<file path="src/rtl/knn_pkg.sv">
// Shared widths, limits and state encoding for the k-NN classification controller.
package knn_pkg;

    localparam int FEAT_W    = 5;
    localparam int LBL_W     = 2;
    localparam int K_MAX     = 5;
    localparam int N_CLASSES = 2 ** LBL_W;
    localparam logic [FEAT_W-1:0] MAX_DIST = FEAT_W'((2 ** FEAT_W) - 1);

    typedef enum logic [2:0] {
        ST_IDLE  = 3'd0,
        ST_CLEAR = 3'd1,
        ST_FETCH = 3'd2,
        ST_DRAIN = 3'd3,
        ST_VOTE  = 3'd4,
        ST_DONE  = 3'd5
    } knn_state_e;

    function automatic logic [FEAT_W-1:0] abs_diff(input logic [FEAT_W-1:0] a,
                                                   input logic [FEAT_W-1:0] b);
        return (a >= b) ? (a - b) : (b - a);
    endfunction

endpackage

</file>
<file path="src/rtl/knn_vote.sv">
// Combinational majority voter over the first i_k sorter labels; ties go to the
// tied class whose label appears earliest in slot order.
module knn_vote
    import knn_pkg::*;
(
    input  logic [K_MAX*LBL_W-1:0] i_nn_labels,
    input  logic [2:0]             i_k,
    output logic [LBL_W-1:0]       o_class
);

    logic [2:0]       w_cnt [N_CLASSES];
    logic [2:0]       w_best_cnt;
    logic [LBL_W-1:0] w_best;
    logic [LBL_W-1:0] w_lbl;

    // count per class, then scan slots in order so a strictly larger count is needed to win
    always_comb begin
        for (int c = 0; c < N_CLASSES; c++) begin
            w_cnt[c] = 3'd0;
        end
        w_best_cnt = 3'd0;
        w_best     = {LBL_W{1'b0}};
        w_lbl      = {LBL_W{1'b0}};
        for (int i = 0; i < K_MAX; i++) begin
            w_lbl = i_nn_labels[i*LBL_W +: LBL_W];
            if (3'(i) < i_k) begin
                w_cnt[w_lbl] = w_cnt[w_lbl] + 3'd1;
            end else begin
                w_cnt[w_lbl] = w_cnt[w_lbl];
            end
        end
        for (int i = 0; i < K_MAX; i++) begin
            w_lbl = i_nn_labels[i*LBL_W +: LBL_W];
            if ((3'(i) < i_k) && (w_cnt[w_lbl] > w_best_cnt)) begin
                w_best_cnt = w_cnt[w_lbl];
                w_best     = w_lbl;
            end else begin
                w_best_cnt = w_best_cnt;
            end
        end
        o_class = w_best;
    end

endmodule

</file>
<file path="src/rtl/knn_classify_ctrl.sv">
// Sequences one k-NN classification: query accept, sorter clear, ROM sweep with
// |query - feature| distances into the sorter, majority vote and result handshake.
module knn_classify_ctrl
    import knn_pkg::*;
#(
    parameter int N_TRAIN = 16,
    parameter int ADDR_W  = 4,
    parameter int K       = 5
) (
    input  logic                   clk,
    input  logic                   rst,
    input  logic                   query_valid,
    output logic                   query_ready,
    input  logic [FEAT_W-1:0]      query_data,
    output logic                   mem_rd,
    output logic [ADDR_W-1:0]      mem_addr,
    input  logic [FEAT_W-1:0]      mem_feat,
    input  logic [LBL_W-1:0]       mem_label,
    output logic                   nn_clr,
    output logic                   nn_enable,
    output logic [FEAT_W-1:0]      nn_data,
    output logic [LBL_W-1:0]       nn_label,
    input  logic [K_MAX*LBL_W-1:0] nn_labels,
    output logic                   result_valid,
    input  logic                   result_ready,
    output logic [LBL_W-1:0]       result_class,
    output logic                   busy
);

    localparam logic [ADDR_W-1:0] LAST_ADDR = ADDR_W'(N_TRAIN - 1);

    knn_state_e        r_state;
    knn_state_e        w_state_next;
    logic [ADDR_W-1:0] r_idx;
    logic              r_drain;
    logic [FEAT_W-1:0] r_query;
    logic              r_rd_d1;
    logic              r_nn_enable;
    logic [FEAT_W-1:0] r_nn_data;
    logic [LBL_W-1:0]  r_nn_label;
    logic [LBL_W-1:0]  r_result_class;
    logic              r_result_valid;
    logic [LBL_W-1:0]  w_class;
    logic              w_accept;
    logic              w_fetch_last;

    assign w_accept     = (r_state == ST_IDLE) && query_valid;
    assign w_fetch_last = (r_state == ST_FETCH) && (r_idx == LAST_ADDR);

    assign query_ready  = (r_state == ST_IDLE);
    assign busy         = (r_state != ST_IDLE);
    assign mem_rd       = (r_state == ST_FETCH);
    assign mem_addr     = r_idx;
    assign nn_clr       = (r_state == ST_CLEAR);
    assign nn_enable    = r_nn_enable;
    assign nn_data      = r_nn_data;
    assign nn_label     = r_nn_label;
    assign result_valid = r_result_valid;
    assign result_class = r_result_class;

    knn_vote u_vote (
        .i_nn_labels (nn_labels),
        .i_k         (3'(K)),
        .o_class     (w_class)
    );

    // state register
    always_ff @(posedge clk) begin
        if (rst) begin
            r_state <= ST_IDLE;
        end else begin
            r_state <= w_state_next;
        end
    end

    // next-state decode; DONE lingers one cycle after the handshake with result_valid low
    always_comb begin
        w_state_next = r_state;
        case (r_state)
            ST_IDLE: begin
                if (query_valid) begin
                    w_state_next = ST_CLEAR;
                end else begin
                    w_state_next = ST_IDLE;
                end
            end
            ST_CLEAR: w_state_next = ST_FETCH;
            ST_FETCH: begin
                if (r_idx == LAST_ADDR) begin
                    w_state_next = ST_DRAIN;
                end else begin
                    w_state_next = ST_FETCH;
                end
            end
            ST_DRAIN: begin
                if (r_drain) begin
                    w_state_next = ST_VOTE;
                end else begin
                    w_state_next = ST_DRAIN;
                end
            end
            ST_VOTE: w_state_next = ST_DONE;
            ST_DONE: begin
                if (!r_result_valid) begin
                    w_state_next = ST_IDLE;
                end else begin
                    w_state_next = ST_DONE;
                end
            end
            default: w_state_next = ST_IDLE;
        endcase
    end

    // ROM index and drain counters; index parks at 0 outside FETCH
    always_ff @(posedge clk) begin
        if (rst) begin
            r_idx   <= {ADDR_W{1'b0}};
            r_drain <= 1'b0;
        end else begin
            if ((r_state == ST_FETCH) && !w_fetch_last) begin
                r_idx <= r_idx + ADDR_W'(1);
            end else begin
                r_idx <= {ADDR_W{1'b0}};
            end
            if (r_state == ST_DRAIN) begin
                r_drain <= ~r_drain;
            end else begin
                r_drain <= 1'b0;
            end
        end
    end

    // query latch and two-stage distance pipeline to the sorter
    always_ff @(posedge clk) begin
        if (rst) begin
            r_query     <= {FEAT_W{1'b0}};
            r_rd_d1     <= 1'b0;
            r_nn_enable <= 1'b0;
            r_nn_data   <= {FEAT_W{1'b0}};
            r_nn_label  <= {LBL_W{1'b0}};
        end else begin
            if (w_accept) begin
                r_query <= query_data;
            end else begin
                r_query <= r_query;
            end
            r_rd_d1     <= mem_rd;
            r_nn_enable <= r_rd_d1;
            if (r_rd_d1) begin
                r_nn_data  <= abs_diff(r_query, mem_feat);
                r_nn_label <= mem_label;
            end else begin
                r_nn_data  <= r_nn_data;
                r_nn_label <= r_nn_label;
            end
        end
    end

    // result registers; class captured in VOTE, valid held until accepted in DONE
    always_ff @(posedge clk) begin
        if (rst) begin
            r_result_class <= {LBL_W{1'b0}};
            r_result_valid <= 1'b0;
        end else begin
            if (r_state == ST_VOTE) begin
                r_result_class <= w_class;
                r_result_valid <= 1'b1;
            end else if ((r_state == ST_DONE) && r_result_valid && result_ready) begin
                r_result_class <= r_result_class;
                r_result_valid <= 1'b0;
            end else begin
                r_result_class <= r_result_class;
                r_result_valid <= r_result_valid;
            end
        end
    end

endmodule

</file>
<file path="config.mk">
export PLATFORM = sky130hd
export DESIGN_NAME = knn_classify_ctrl
export DESIGN_NICKNAME = d
export VERILOG_FILES = /design/src/rtl/knn_pkg.sv /design/src/rtl/knn_vote.sv /design/src/rtl/knn_classify_ctrl.sv
export SDC_FILE = /design/constraint.sdc
export NUM_CORES = 1
export LEC_CHECK = 0
export CORE_ASPECT_RATIO = 0.7
export CORE_MARGIN = 2
export CORE_UTILIZATION = 25
export DETAILED_ROUTE_END_ITERATION = 8
export GPL_ROUTABILITY_DRIVEN = 0
export GPL_TIMING_DRIVEN = 0
export PLACE_DENSITY_LB_ADDON = 0.05
export SYNTH_ARGS = -nofsm -noshare
export SYNTH_HDL_FRONTEND = slang
export SYNTH_SLANG_ARGS = --single-unit
export TNS_END_PERCENT = 10
</file>
<file path="constraint.sdc">
create_clock -name clk -period 16.6 [get_ports clk]
set_clock_uncertainty 0.2 [all_clocks]
set_input_delay 2.49 -clock clk [delete_from_list [all_inputs] [get_ports clk]]
set_output_delay 2.49 -clock clk [all_outputs]
set_load 0.005 [all_outputs]
</file>
==> results.toml <==
[yosys]
netlist_instances = 384
syn_nets = 437
avgSynthCellArea_sq_um = 8.43
yosysSeqAreaShare = 0.155
synth_ff_type = "dfxtp_1"
synthesis.area_sq_mm = 0.00324
yosys_warnings = 0
async_flop_share = 0
synthDistinctLibCells = 63
synth_seq_cells = 25
synth_edf_count = 0

[sta]
setup_viol = 0
final_hold_viol_count = 0
worstMarginPinSlew_ns = 0.807
timing.fmax_mhz = 76.3
rsz0062_at_grt = "false"
period_minus_slack_ns = 13.11
period_share = 0.790
relSlewSlack = 0.462
final.setup.tns_ns = 0
slew_violations = 0

[run_status]
run_status = "complete, no violations"

[layout]
n_fill_cell = 1306
antennaDiodeCount = 0
multi_input_area_sq_mm = 0.00251
final_common_cell = "clkdlybuf4s50_1"
nets = 482
final_cell_mix = "40 x clkdlybuf4s50_1, 34 x nor2_1, 32 x nand2_1"
seq_area_sq_um = 500
syn2layout_area_growth_pct = 21.2
drive_gt1_frac = 0.0981

[clock_tree]
cts_resized = 0
clk_latency_ns = 0.27
cts.sinks = 25
clock_path_buffers = 2
postCtsHoldBufs = 0
root_buffer = "clkbuf_16"
cts.htree.levels = 1
cts_setup_buffers = 0
cts_tree = "yes"
cts_made_buffers = 3
clk_pin_slew_worst_paths_ns = 0.07

[critical_path]
cpPeakStageDelay_ns = 0.62
endpoint_kind = "register"
crit_slowest_cell = "a32oi_1"
crit_top_cell = "ha_1"
criticalPathCategory = "input pin to register"
cp-start-kind = "input pin"
crit_required_ns = 16.62
worstPathArrival_ns = 13.13
path_max_fanout = 10

[drt]
first_iter_violations = 188
wl_per_cell_um = 16.8
vias = 2966
avgViaCountPerCell = 5.03
antenna_left = 0
drt_first_pass_iters = 8
wirelength_mm = 9.89
drc = 0

[power_and_ir_drop]
finalPower_uw = 385
p_leak_nw = 1.55
seq_power_share = 0.166
swShare = 0.458
netSwitchingPower_uw = 176
ir_drop_mv = 0.0352
intPower_uw = 209
comb_power_share = 0.678
pwr-share-clk = 0.155
power.density_mw_per_mm2 = 98.2

[place]
io_buffers = 40
hpwl_mm = 7.79

[die]
die_area_sq_mm = 0.0139
ios = 45
dieHeight_um = 99.2
start_util = 0.258
dieWidth_um = 140
core.rowCount = 34
core_area_sq_mm = 0.0125

[global_routing]
grt_pass1_wl_mm = 16.4
antenna_found_initial = 0
grt_pass1_vias = 2900
grt.total_usage = 0.148
grt_overflow = 0
grt_max_degree = 17

[job]
cap_violations = 0

[min_path]
min_path_type = "register to register"
-- path summary, 6_finish.rpt --
kind                                              start                            to  slack, ns  cells after the start
worst min register to register  nn_data[0]$_SDFFE_PP0P_       nn_data[0]$_SDFFE_PP0P_       0.28                      2
worst max register to register  r_query[0]$_SDFFE_PP0P_       nn_data[4]$_SDFFE_PP0P_      13.94                      8
worst max-delay path                       nn_labels[3]  result_class[1]$_SDFFE_PP0P_       3.49                     41
worst min-delay path            nn_data[0]$_SDFFE_PP0P_       nn_data[0]$_SDFFE_PP0P_       0.28                      2
-- per-layer routing --
metal  share of wire  vias up  global-route usage
met5               0        -                   0
met4          0.0025        0              0.0117
met3           0.052        2              0.0265
met2            0.36       85               0.192
met1            0.58     1402               0.252
li1                -     1477                   -
-- sequential cells by signal (all words and copies together) (netlist names) --
register,flops
result_class,2
nn_label,2
nn_data,5
nn_enable,1
r_rd_d1,1
r_query,5
result_valid,1
r_drain,1
r_state,3
mem_addr,4
-- critical path, delay by kind of cell --
| family | cells | cell delay, ns |
|---|---|---|
| AOI/OAI and AO/OA | 17 | 3.99 |
| adders and majority gates | 7 | 2.20 |
| muxes | 5 | 1.93 |
| and+or+nand+nor | 8 | 1.70 |
| buffers and inverters | 4 | 0.81 |
-- area by class of cell --
| type | count | area share |
|---|---|---|
| multi-input combinational | 309 | 0.639 |
| timing repair buffer | 40 | 0.102 |
| clock buffer | 3 | 0.0191 |
| buffer | 24 | 0.0338 |
| clock inverter | 1 | 0.00223 |
| sequential | 25 | 0.128 |
| inverter | 26 | 0.0249 |
| tap | 162 | 0.0517 |
-- logic make-up after synthesis --
kind of cell / count (synthesis) / synth area share
simple gates: 144 / 0.232
compound gates: 79 / 0.164
buf+inv: 50 / 0.0711
xor+xnor: 31 / 0.114
mux: 28 / 0.155
fa+ha+maj: 27 / 0.109
flops: 25 / 0.155
-- cells in the mapped netlist (all sizes together) (5+ instances only) --
library cell  number  share of area
nor2              35          0.043
xnor3              6          0.042
xor2               7          0.019
ha                25          0.097
dfxtp             25           0.15
nand3b             9          0.021
a21oi             25          0.040
mux4              15           0.11
or3b               6          0.016
inv               26          0.030
o21a               8          0.019
xnor2             17          0.046
nor2b             13          0.025
clkbuf             8         0.0093
nor3               5         0.0077
nand3             15          0.023
o21ai             11          0.018
nand2b             8          0.015
mux2i             11          0.038
nand2             32          0.037
buf               16          0.032
-- power by group through the flow --
stage / registers [mW] / clock network [mW] / logic (mW)
floorplan: 0.0651 / 0 / 0.191
global placement: 0.0655 / 0 / 0.255
detailed placement: 0.0655 / 0 / 0.258
CTS: 0.0641 / 0.0621 / 0.260
global route: 0.0646 / 0.0641 / 0.295
finish: 0.0641 / 0.0598 / 0.261
-- metrics by stage --
step	instances	cell area, sq um	hold WS (ns)	worst slack, ns	util
detailed placement	586	3840	0.271	3.22	0.306
global route	590	3920	0.322	2.57	0.313
global placement	586	3840	0.267	3.29	0.306
finish	590	3920	0.279	3.49	0.313
floorplan	384	3240	0.244	5.23	-
CTS	590	3920	0.281	3.49	0.313
(Power assumes the default switching activity.)
